File: src/rtl/ysyx_22050019_lsu_pkg.sv
// ysyx_22050019_lsu_pkg: shared types, size/sign constants and alignment helpers for the LSU
package ysyx_22050019_lsu_pkg;

    localparam int LSU_ADDR_W = 64;
    localparam int LSU_DATA_W = 64;

    typedef enum logic [1:0] {
        IDLE,
        REQ,
        RESP,
        DONE
    } state_e;

    // funct3[1:0] encodes access size, funct3[2] selects zero-extension
    localparam logic [1:0] SZ_B = 2'd0;
    localparam logic [1:0] SZ_H = 2'd1;
    localparam logic [1:0] SZ_W = 2'd2;
    localparam logic [1:0] SZ_D = 2'd3;
    localparam int F3_UNS_BIT = 2;

    function automatic logic [7:0] size_strb(input logic [1:0] sz);
        return (sz == SZ_B) ? 8'h01 : (sz == SZ_H) ? 8'h03 : (sz == SZ_W) ? 8'h0F : 8'hFF;
    endfunction

    function automatic logic misaligned(input logic [1:0] sz, input logic [2:0] off);
        logic [2:0] m;
        m = (sz == SZ_B) ? 3'b000 : (sz == SZ_H) ? 3'b001 : (sz == SZ_W) ? 3'b011 : 3'b111;
        return |(off & m);
    endfunction

endpackage

File: src/rtl/ysyx_22050019_lsu_align.sv
// ysyx_22050019_lsu_align: store lane/strobe placement and load extract/extension
module ysyx_22050019_lsu_align
    import ysyx_22050019_lsu_pkg::*;
#(
    parameter int DATA_W = LSU_DATA_W
) (
    input  logic [2:0]        funct3_i,
    input  logic [2:0]        off_i,
    input  logic [DATA_W-1:0] wdata_i,
    input  logic [DATA_W-1:0] rdata_i,
    output logic [DATA_W-1:0] wdata_o,
    output logic [7:0]        wstrb_o,
    output logic [DATA_W-1:0] rdata_o
);

    logic [1:0]        sz;
    logic              sx;
    logic [5:0]        sh;
    logic [DATA_W-1:0] rs;

    // shift stores into their byte lane and right-justify loads before extension
    always_comb begin
        sz      = funct3_i[1:0];
        sx      = ~funct3_i[F3_UNS_BIT];
        sh      = {off_i, 3'b000};
        wdata_o = wdata_i << sh;
        wstrb_o = size_strb(sz) << off_i;
        rs      = rdata_i >> sh;
        rdata_o = (sz == SZ_B) ? {{(DATA_W-8){sx & rs[7]}}, rs[7:0]} :
                  (sz == SZ_H) ? {{(DATA_W-16){sx & rs[15]}}, rs[15:0]} :
                  (sz == SZ_W) ? {{(DATA_W-32){sx & rs[31]}}, rs[31:0]} : rs;
    end

endmodule

File: src/rtl/ysyx_22050019_lsu_fsm.sv
// ysyx_22050019_lsu_fsm: load/store unit FSM bridging EXU requests to a valid/ready memory port
module ysyx_22050019_lsu_fsm
    import ysyx_22050019_lsu_pkg::*;
#(
    parameter int ADDR_W = LSU_ADDR_W,
    parameter int DATA_W = LSU_DATA_W
) (
    input  logic              clk,
    input  logic              rst_n,
    input  logic              req_valid_i,
    output logic              req_ready_o,
    input  logic              load_i,
    input  logic              store_i,
    input  logic [2:0]        funct3_i,
    input  logic [ADDR_W-1:0] addr_i,
    input  logic [DATA_W-1:0] wdata_i,
    input  logic [4:0]        rd_i,
    output logic              mem_req_valid_o,
    input  logic              mem_req_ready_i,
    output logic [ADDR_W-1:0] mem_addr_o,
    output logic              mem_wen_o,
    output logic [DATA_W-1:0] mem_wdata_o,
    output logic [7:0]        mem_wstrb_o,
    input  logic              mem_resp_valid_i,
    output logic              mem_resp_ready_o,
    input  logic [DATA_W-1:0] mem_rdata_i,
    input  logic              mem_resp_err_i,
    output logic              reg_we_lsu_o,
    output logic [4:0]        reg_waddr_lsu_o,
    output logic [DATA_W-1:0] reg_wdata_lsu_o,
    output logic              done_o,
    output logic              err_o,
    output logic              stall_o
);

    state_e            state_q, state_d;
    logic [ADDR_W-1:0] addr_q, addr_d;
    logic [DATA_W-1:0] wdata_q, wdata_d;
    logic [DATA_W-1:0] rdata_q, rdata_d;
    logic [2:0]        f3_q, f3_d;
    logic [4:0]        rd_q, rd_d;
    logic              load_q, load_d;
    logic              err_q, err_d;
    logic              accept, in_req;
    logic [DATA_W-1:0] lane_wdata, load_data;
    logic [7:0]        lane_strb;

    ysyx_22050019_lsu_align #(.DATA_W(DATA_W)) u_align (
        .funct3_i (f3_q),
        .off_i    (addr_q[2:0]),
        .wdata_i  (wdata_q),
        .rdata_i  (rdata_q),
        .wdata_o  (lane_wdata),
        .wstrb_o  (lane_strb),
        .rdata_o  (load_data)
    );

    assign accept = req_valid_i & req_ready_o & (load_i | store_i);

    // next state; request fields are captured on acceptance, read data on the response
    always_comb begin
        state_d = state_q;
        addr_d  = addr_q;
        wdata_d = wdata_q;
        rdata_d = rdata_q;
        f3_d    = f3_q;
        rd_d    = rd_q;
        load_d  = load_q;
        err_d   = err_q;
        case (state_q)
            IDLE: if (accept) begin
                addr_d  = addr_i;
                wdata_d = wdata_i;
                f3_d    = funct3_i;
                rd_d    = rd_i;
                load_d  = load_i;
                rdata_d = '0;
                err_d   = misaligned(funct3_i[1:0], addr_i[2:0]);
                state_d = err_d ? DONE : REQ;
            end
            REQ: state_d = mem_req_ready_i ? RESP : REQ;
            RESP: if (mem_resp_valid_i) begin
                state_d = DONE;
                err_d   = mem_resp_err_i;
                rdata_d = mem_resp_err_i ? '0 : mem_rdata_i;
            end
            default: state_d = IDLE;
        endcase
    end

    // state and transaction registers, cleared asynchronously so a reset abandons any transaction
    always_ff @(posedge clk or posedge rst_n) begin
        if (rst_n) begin
            state_q <= IDLE;
            addr_q  <= '0;
            wdata_q <= '0;
            rdata_q <= '0;
            f3_q    <= '0;
            rd_q    <= '0;
            load_q  <= 1'b0;
            err_q   <= 1'b0;
        end else begin
            state_q <= state_d;
            addr_q  <= addr_d;
            wdata_q <= wdata_d;
            rdata_q <= rdata_d;
            f3_q    <= f3_d;
            rd_q    <= rd_d;
            load_q  <= load_d;
            err_q   <= err_d;
        end
    end

    assign in_req           = state_q == REQ;
    assign req_ready_o      = state_q == IDLE;
    assign stall_o          = ~rst_n & (~req_ready_o | (req_valid_i & (load_i | store_i)));
    assign mem_req_valid_o  = in_req;
    assign mem_addr_o       = in_req ? {addr_q[ADDR_W-1:3], 3'b000} : '0;
    assign mem_wen_o        = in_req & ~load_q;
    assign mem_wdata_o      = mem_wen_o ? lane_wdata : '0;
    assign mem_wstrb_o      = mem_wen_o ? lane_strb : 8'h00;
    assign mem_resp_ready_o = state_q == RESP;
    assign done_o           = state_q == DONE;
    assign err_o            = done_o & err_q;
    assign reg_we_lsu_o     = done_o & load_q & ~err_q & (rd_q != 5'd0);
    assign reg_waddr_lsu_o  = reg_we_lsu_o ? rd_q : 5'd0;
    assign reg_wdata_lsu_o  = reg_we_lsu_o ? load_data : '0;

endmodule

File: config.mk
export PLATFORM = sky130hd
export DESIGN_NAME = ysyx_22050019_lsu_fsm
export DESIGN_NICKNAME = d
export VERILOG_FILES = /design/src/rtl/ysyx_22050019_lsu_pkg.sv /design/src/rtl/ysyx_22050019_lsu_align.sv /design/src/rtl/ysyx_22050019_lsu_fsm.sv
export SDC_FILE = /design/constraint.sdc
export NUM_CORES = 1
export LEC_CHECK = 0
export ABC_AREA = 1
export CAP_MARGIN = 20
export CORE_MARGIN = 5
export CORE_UTILIZATION = 37
export DETAILED_ROUTE_END_ITERATION = 8
export PLACE_DENSITY_LB_ADDON = 0.3
export SLEW_MARGIN = 30
export SYNTH_ARGS = -nofsm -noshare
export SYNTH_HDL_FRONTEND = slang
export SYNTH_SLANG_ARGS = --single-unit
export TNS_END_PERCENT = 50
File: constraint.sdc
create_clock -name clk -period 6.05 [get_ports clk]
set_input_delay 0.9075 -clock clk [delete_from_list [all_inputs] [get_ports clk]]
set_output_delay 0.9075 -clock clk [all_outputs]
set_load 0.02 [all_outputs]
==> flow_metrics.tcl, run 1 <==
set metrics [dict create \
    status "finished clean" \
    hold_violations 0 \
    avgRoutedWirePerCell_um 19.8 \
    cts.sinks 204 \
    finalSetupViolCount 0 \
    period_share 0.874 \
    rr_startpoint "state_q[1]$_DFFE_PP0P_" \
    cts-root-buf "clkbuf_16" \
    synth_async_sr_flop_share 1.00 \
    netlist_area_um2 12300 \
    ys_seq_area_frac 0.413 \
    regArea_um2 5110 \
    reg2reg_depth 7 \
    p_leak_nw 7.89 \
    period_minus_slack_ps 5290 \
    min_to "addr_q[16]$_DFFE_PP0P_" \
    fin_nets 2285 \
    crit_start "addr_q[0]$_DFFE_PP0P_" \
    syn_to_final_growth_pct 42.4 \
    ctsResizeCount 0 \
    synth_seq_cells 204 \
    via_per_inst 5.20 \
    drive_gt1_frac 0.0635 \
    antenna_found_initial 7 \
    wirelength_um 50300 \
    hold_depth 2 \
    multiInputGateArea_um2 5920 \
    grt_pass1_vias 13017 \
    ys_warn_count 0 \
    tightest_slew_ps 954 \
    initial_core_util 0.378 \
    synthTopCellsByCount "nand2_1 (305), nor2_1 (272), dfrtp_1 (204)" \
    drt_first_pass_iters 6 \
    max_cap_violations 0 \
    die_height_um 193 \
    crit_fanout 96 \
    vdd_ir_drop_max_v 0.000364 \
    cp_slowest_cell "dfrtp_4" \
    cts_buffer_depth 3 \
    synth_area_leader_cell "dfrtp_1" \
    clk_pin_slew_ps 60 \
    rows 66 \
    syn_area_per_cell_um2 7.05 \
    gr-total-overflow 0 \
    reg2reg_slack_ps 3180 \
    synth_edf_count 0 \
    die-area_um2 37100 \
    antenna_left 0 \
    fmax_mhz 189 \
    io_buffers 417 \
    gp_congestion 0.968 \
    vias 13203 \
    cts_setup_buffers 0 \
    drcViolationCount 0 \
    ys.flop_type "dfrtp_1" \
    grt_max_degree 122 \
    core_um2 32700 \
    crit_chain "inv_2, nand2_1, nand3_1, nand3_1, nand2_1, nand3_1, nand2_2, nand2_2, a21oi_1, clkdlybuf4s50_1" \
    grt_setup_unrepaired "false" \
    hpwl_um 37600 \
    cpPeakStageDelay_ps 800 \
    grt_pass1_wl_um 75800 \
    total_power_w 0.00942 \
    r2r-end "rdata_q[8]$_DFFE_PP0P_" \
    slew_viol_final 0 \
    cts_tree "built" \
    cts_made_buffers 25 \
    io_pins 421 \
    hp-class "register to register" \
    synth_area_leaders "dfrtp_1 (41%), nand2_1 (9.3%), nor2_1 (8.3%), o21ai_0 (8.0%), a21oi_1 (7.1%)" \
    crit_arrival_ps 4380 \
    tns_ps 0 \
    postSynthCellCount 1750 \
    finClkSkew_ps 9.56 \
    synth.distinct_cells 37 \
    start_kind "register" \
    cts_max_level 1 \
    nFillCells 3242 \
    track_usage 0.260 \
    clock_latency_ps 540 \
    criticalPathCategory "register to primary output" \
    synth_top_cell_area_share 0.413 \
    drtIter0Drc 1019 \
    crit_top_cell "nand3_1" \
    yosysMostFrequentCell "nand2_1" \
    min_from "addr_q[16]$_DFFE_PP0P_" \
    p_per_area_nw_per_um2 536 \
    relSlewSlack 0.364 \
    setup.worst_path.end_class "primary output" \
    die_x_um 193 \
    hold_buffers 0 \
    required_ps 5140 \
]
[worst max path at each step]
stage / endpoint / cells past startpoint
floorplan: addr_q[0]$_DFFE_PP0P_ / 1
finish: reg_wdata_lsu_o[21] / 10
global placement: reg_wdata_lsu_o[26] / 10
CTS: reg_wdata_lsu_o[21] / 10
detailed placement: reg_wdata_lsu_o[21] / 10
global route: reg_wdata_lsu_o[21] / 10
[state kept, by name (all words and copies together), names as in the netlist]
signal,count
addr_q,64
rdata_q,64
wdata_q,64
rd_q,5
f3_q,3
state_q,2
err_q,1
load_q,1
[layout make-up]
| cell class | count | share of cell area |
|---|---|---|
| clock buffers | 35 | 0.0411 |
| repair buffers | 433 | 0.247 |
| clock inverters | 11 | 0.0111 |
| multi-input cells | 1221 | 0.337 |
| diodes | 2 | 0.000285 |
| well taps | 442 | 0.0315 |
| flip-flops and latches | 204 | 0.291 |
| inverters | 192 | 0.0414 |
[power breakdown]
group / internal [W] / switching (W) / total [W]
sequential: 0.00197 / 0.000460 / 0.00243
combinational: 0.00191 / 0.00341 / 0.00532
clock: 0.00105 / 0.000622 / 0.00167
total: 0.00493 / 0.00450 / 0.00942
[through the flow]
step | hold slack, ps | utilization | cell area (um2) | instances | worst slack (ps)
6_report | 509 | 0.537 | 17600 | 2540 | 764
5_1_grt | 526 | 0.537 | 17600 | 2539 | 438
4_1_cts | 510 | 0.537 | 17600 | 2538 | 816
2_1_floorplan | 480 | - | 12400 | 1752 | 2500
3_5_place_dp | 496 | 0.509 | 16700 | 2492 | 1390
3_3_place_gp | 492 | 0.507 | 16600 | 2490 | 1500
[cells by family after synthesis]
| group | count (synthesis) | share of synthesized area |
|---|---|---|
| muxes | 49 | 0.0439 |
| AOI/OAI and AO/OA | 446 | 0.195 |
| DFF | 204 | 0.413 |
| buffers and inverters | 327 | 0.109 |
| and+or+nand+nor | 723 | 0.239 |
| other | 1 | 0.000304 |
[metal layers]
metal  GRT usage  vias up  wire length, um
li1            -     6324                -
met1       0.350     6166            21100
met2       0.406      609            22400
met3      0.0778       92             5020
met4      0.0801       12             1720
met5           0        -               51
[placed cells by master (no fill, tap or decap), drive strengths merged, types with 16 or more instances in the layout]
cell type	instances
a21oi	177
buf	16
clkbuf	35
clkdlybuf4s50	417
dfrtp	204
inv	191
mux2	41
nand2	308
nand3	117
nor2	285
o21ai	200
o22ai	16
[critical path: cells and delay by family (launching register included)]
family / cells / cell delay [ps]
buf+inv: 2 / 1380
flops: 1 / 800
simple gates: 7 / 1390
compound gates: 1 / 240
No activity file was read; power rests on OpenSTA's default activity.
==> run 2: changes to the inputs <==
--- a/config.mk
+++ b/config.mk
@@ -6,7 +6,6 @@
 export NUM_CORES = 1
 export LEC_CHECK = 0
 export ABC_AREA = 1
-export CAP_MARGIN = 20
 export CORE_MARGIN = 5
 export CORE_UTILIZATION = 37
 export DETAILED_ROUTE_END_ITERATION = 8
==> results of run 2 <==
Same layout as run 1: the final DEF is identical, and so are final timing and power.
==> run 3: changes to the inputs <==
--- a/config.mk
+++ b/config.mk
@@ -7,9 +7,10 @@
 export LEC_CHECK = 0
 export ABC_AREA = 1
 export CORE_MARGIN = 5
-export CORE_UTILIZATION = 37
+export CORE_UTILIZATION = 50
 export DETAILED_ROUTE_END_ITERATION = 8
 export PLACE_DENSITY_LB_ADDON = 0.3
+export SETUP_SLACK_MARGIN = 0.5
 export SLEW_MARGIN = 30
 export SYNTH_ARGS = -nofsm -noshare
 export SYNTH_HDL_FRONTEND = slang
==> constraint.sdc (replaced) <==
create_clock -name clk -period 6.85 [get_ports clk]
set_input_delay 1.0275 -clock clk [delete_from_list [all_inputs] [get_ports clk]]
set_output_delay 1.0275 -clock clk [all_outputs]
set_load 0.02 [all_outputs]
==> flow_metrics.tcl, run 3 (synthesis results as in run 1) <==
set metrics [dict create \
    reg2reg_depth 7 \
    rows 57 \
    ctsResizeCount 0 \
    status "finished clean" \
    period_minus_slack_ps 5210 \
    cts_tree "built" \
    fin_ws_ps 1640 \
    cts_made_buffers 24 \
    cts.sinks 204 \
    detailedPlace.worstSlack_ps 1870 \
    required_ps 5820 \
    final_area_um2 17300 \
    vdd_ir_drop_max_v 0.000328 \
    p_per_area_nw_per_um2 475 \
    cp.depth 10 \
    cts_buffer_depth 3 \
    drtIter0Drc 1661 \
    hold_violations 0 \
    via_per_inst 5.67 \
    io_buffers 417 \
    p_leak_nw 7.81 \
    gr-total-overflow 0 \
    cp_slowest_cell "inv_2" \
    clock_latency_ps 530 \
    hpwl_um 36900 \
    cts_max_level 1 \
    clk_pin_slew_ps 60 \
    io_pins 421 \
    start_kind "register" \
    cp_num_buf_inv 2 \
    drive_gt1_frac 0.0607 \
    postPlaceCellArea_um2 16500 \
    rr_startpoint "state_q[1]$_DFFE_PP0P_" \
    crit_arrival_ps 4180 \
    initial_core_util 0.508 \
    track_usage 0.341 \
    finClkSkew_ps 7.83 \
    cts-root-buf "clkbuf_16" \
    crit_chain "inv_2, nand2_1, nand3_1, nand3_1, nand2_1, nand3_1, nand2_2, nand3_4, nor2_1, clkdlybuf4s50_1" \
    core_um2 24300 \
    avgRoutedWirePerCell_um 20.8 \
    hold_depth 1 \
    period_share 0.760 \
    grt_max_degree 151 \
    layout_common_cells "clkdlybuf4s50_1 (417), nand2_1 (304), nor2_1 (271)" \
    r2r-end "rdata_q[24]$_DFFE_PP0P_" \
    fin_util 0.711 \
    hp-class "register to register" \
    criticalPathCategory "register to primary output" \
    reg2reg_slack_ps 3830 \
    relSlewSlack 0.395 \
    wirelength_um 50400 \
    vias 13740 \
    setup.worst_path.end_class "primary output" \
    total_power_w 0.00822 \
    antenna_left 0 \
    drt_first_pass_iters 8 \
    syn_to_final_growth_pct 40.2 \
    max_cap_violations 0 \
    grt_pass1_vias 13335 \
    slew_viol_final 0 \
    die-area_um2 27900 \
    cpPeakStageDelay_ps 680 \
    finalSetupViolCount 0 \
    cp-endpoint "reg_wdata_lsu_o[35]" \
    die_x_um 167 \
    crit_fanout 43 \
    gp_congestion 1.00 \
    crit_top_cell "nand3_1" \
    tightest_slew_ps 908 \
    fmax_mhz 192 \
    tns_ps 0 \
    grt_pass1_wl_um 75700 \
    critical_path.top_delay_family "simple AND/OR/NAND/NOR gates" \
    antenna_found_initial 6 \
    grt_setup_unrepaired "false" \
    drcViolationCount 0 \
    final_common_cell "clkdlybuf4s50_1" \
    hold_buffers 0 \
    crit_start "addr_q[0]$_DFFE_PP0P_" \
    largestRegisters "addr_q: 64 flops, rdata_q: 64 flops, wdata_q: 64 flops" \
    nFillCells 1961 \
    cts_setup_buffers 0 \
    die_height_um 167 \
    fin_nets 2285 \
]
-- run 3: layout make-up --
cell class	count	area [um2]	share of cell area
Multi-Input combinational cell	1221	5920	0.342
Sequential cell	204	5110	0.295
Clock inverter	8	96.3	0.00557
Timing Repair Buffer	434	4370	0.252
Antenna cell	5	12.5	0.000723
Inverter	192	727	0.0420
Clock buffer	34	668	0.0386
Tap cell	324	405	0.0234
-- run 3: per-layer routing --
layer	GRT usage	vias up	routed length (um)
met5	0	-	0
met4	0.168	0	2810
met3	0.103	154	5430
met2	0.528	805	22800
met1	0.439	6456	19400
li1	-	6325	-
-- run 3: worst min-delay path by stage --
stage                             from                 endpoint  slack [ps]
2_1_floorplan  wdata_q[61]$_DFFE_PP0P_  wdata_q[61]$_DFFE_PP0P_         480
3_3_place_gp   wdata_q[60]$_DFFE_PP0P_  wdata_q[60]$_DFFE_PP0P_         490
3_5_place_dp   wdata_q[58]$_DFFE_PP0P_  wdata_q[58]$_DFFE_PP0P_         490
4_1_cts        wdata_q[58]$_DFFE_PP0P_  wdata_q[58]$_DFFE_PP0P_         510
5_1_grt        wdata_q[58]$_DFFE_PP0P_  wdata_q[58]$_DFFE_PP0P_         510
6_report       wdata_q[58]$_DFFE_PP0P_  wdata_q[58]$_DFFE_PP0P_         510
-- run 3: through the flow --
| stage | instances | hold slack, ps |
|---|---|---|
| after floorplan | 1752 | 480 |
| final | 2422 | 506 |
| after global routing | 2422 | 510 |
| after CTS | 2414 | 506 |
| after global placement | 2372 | 489 |
| after detailed placement | 2372 | 493 |
-- run 3: power breakdown --
group	internal, W	switching [W]	total, W
clock	0.000721	0.000534	0.00125
sequential	0.00174	0.000371	0.00211
combinational	0.00171	0.00315	0.00486
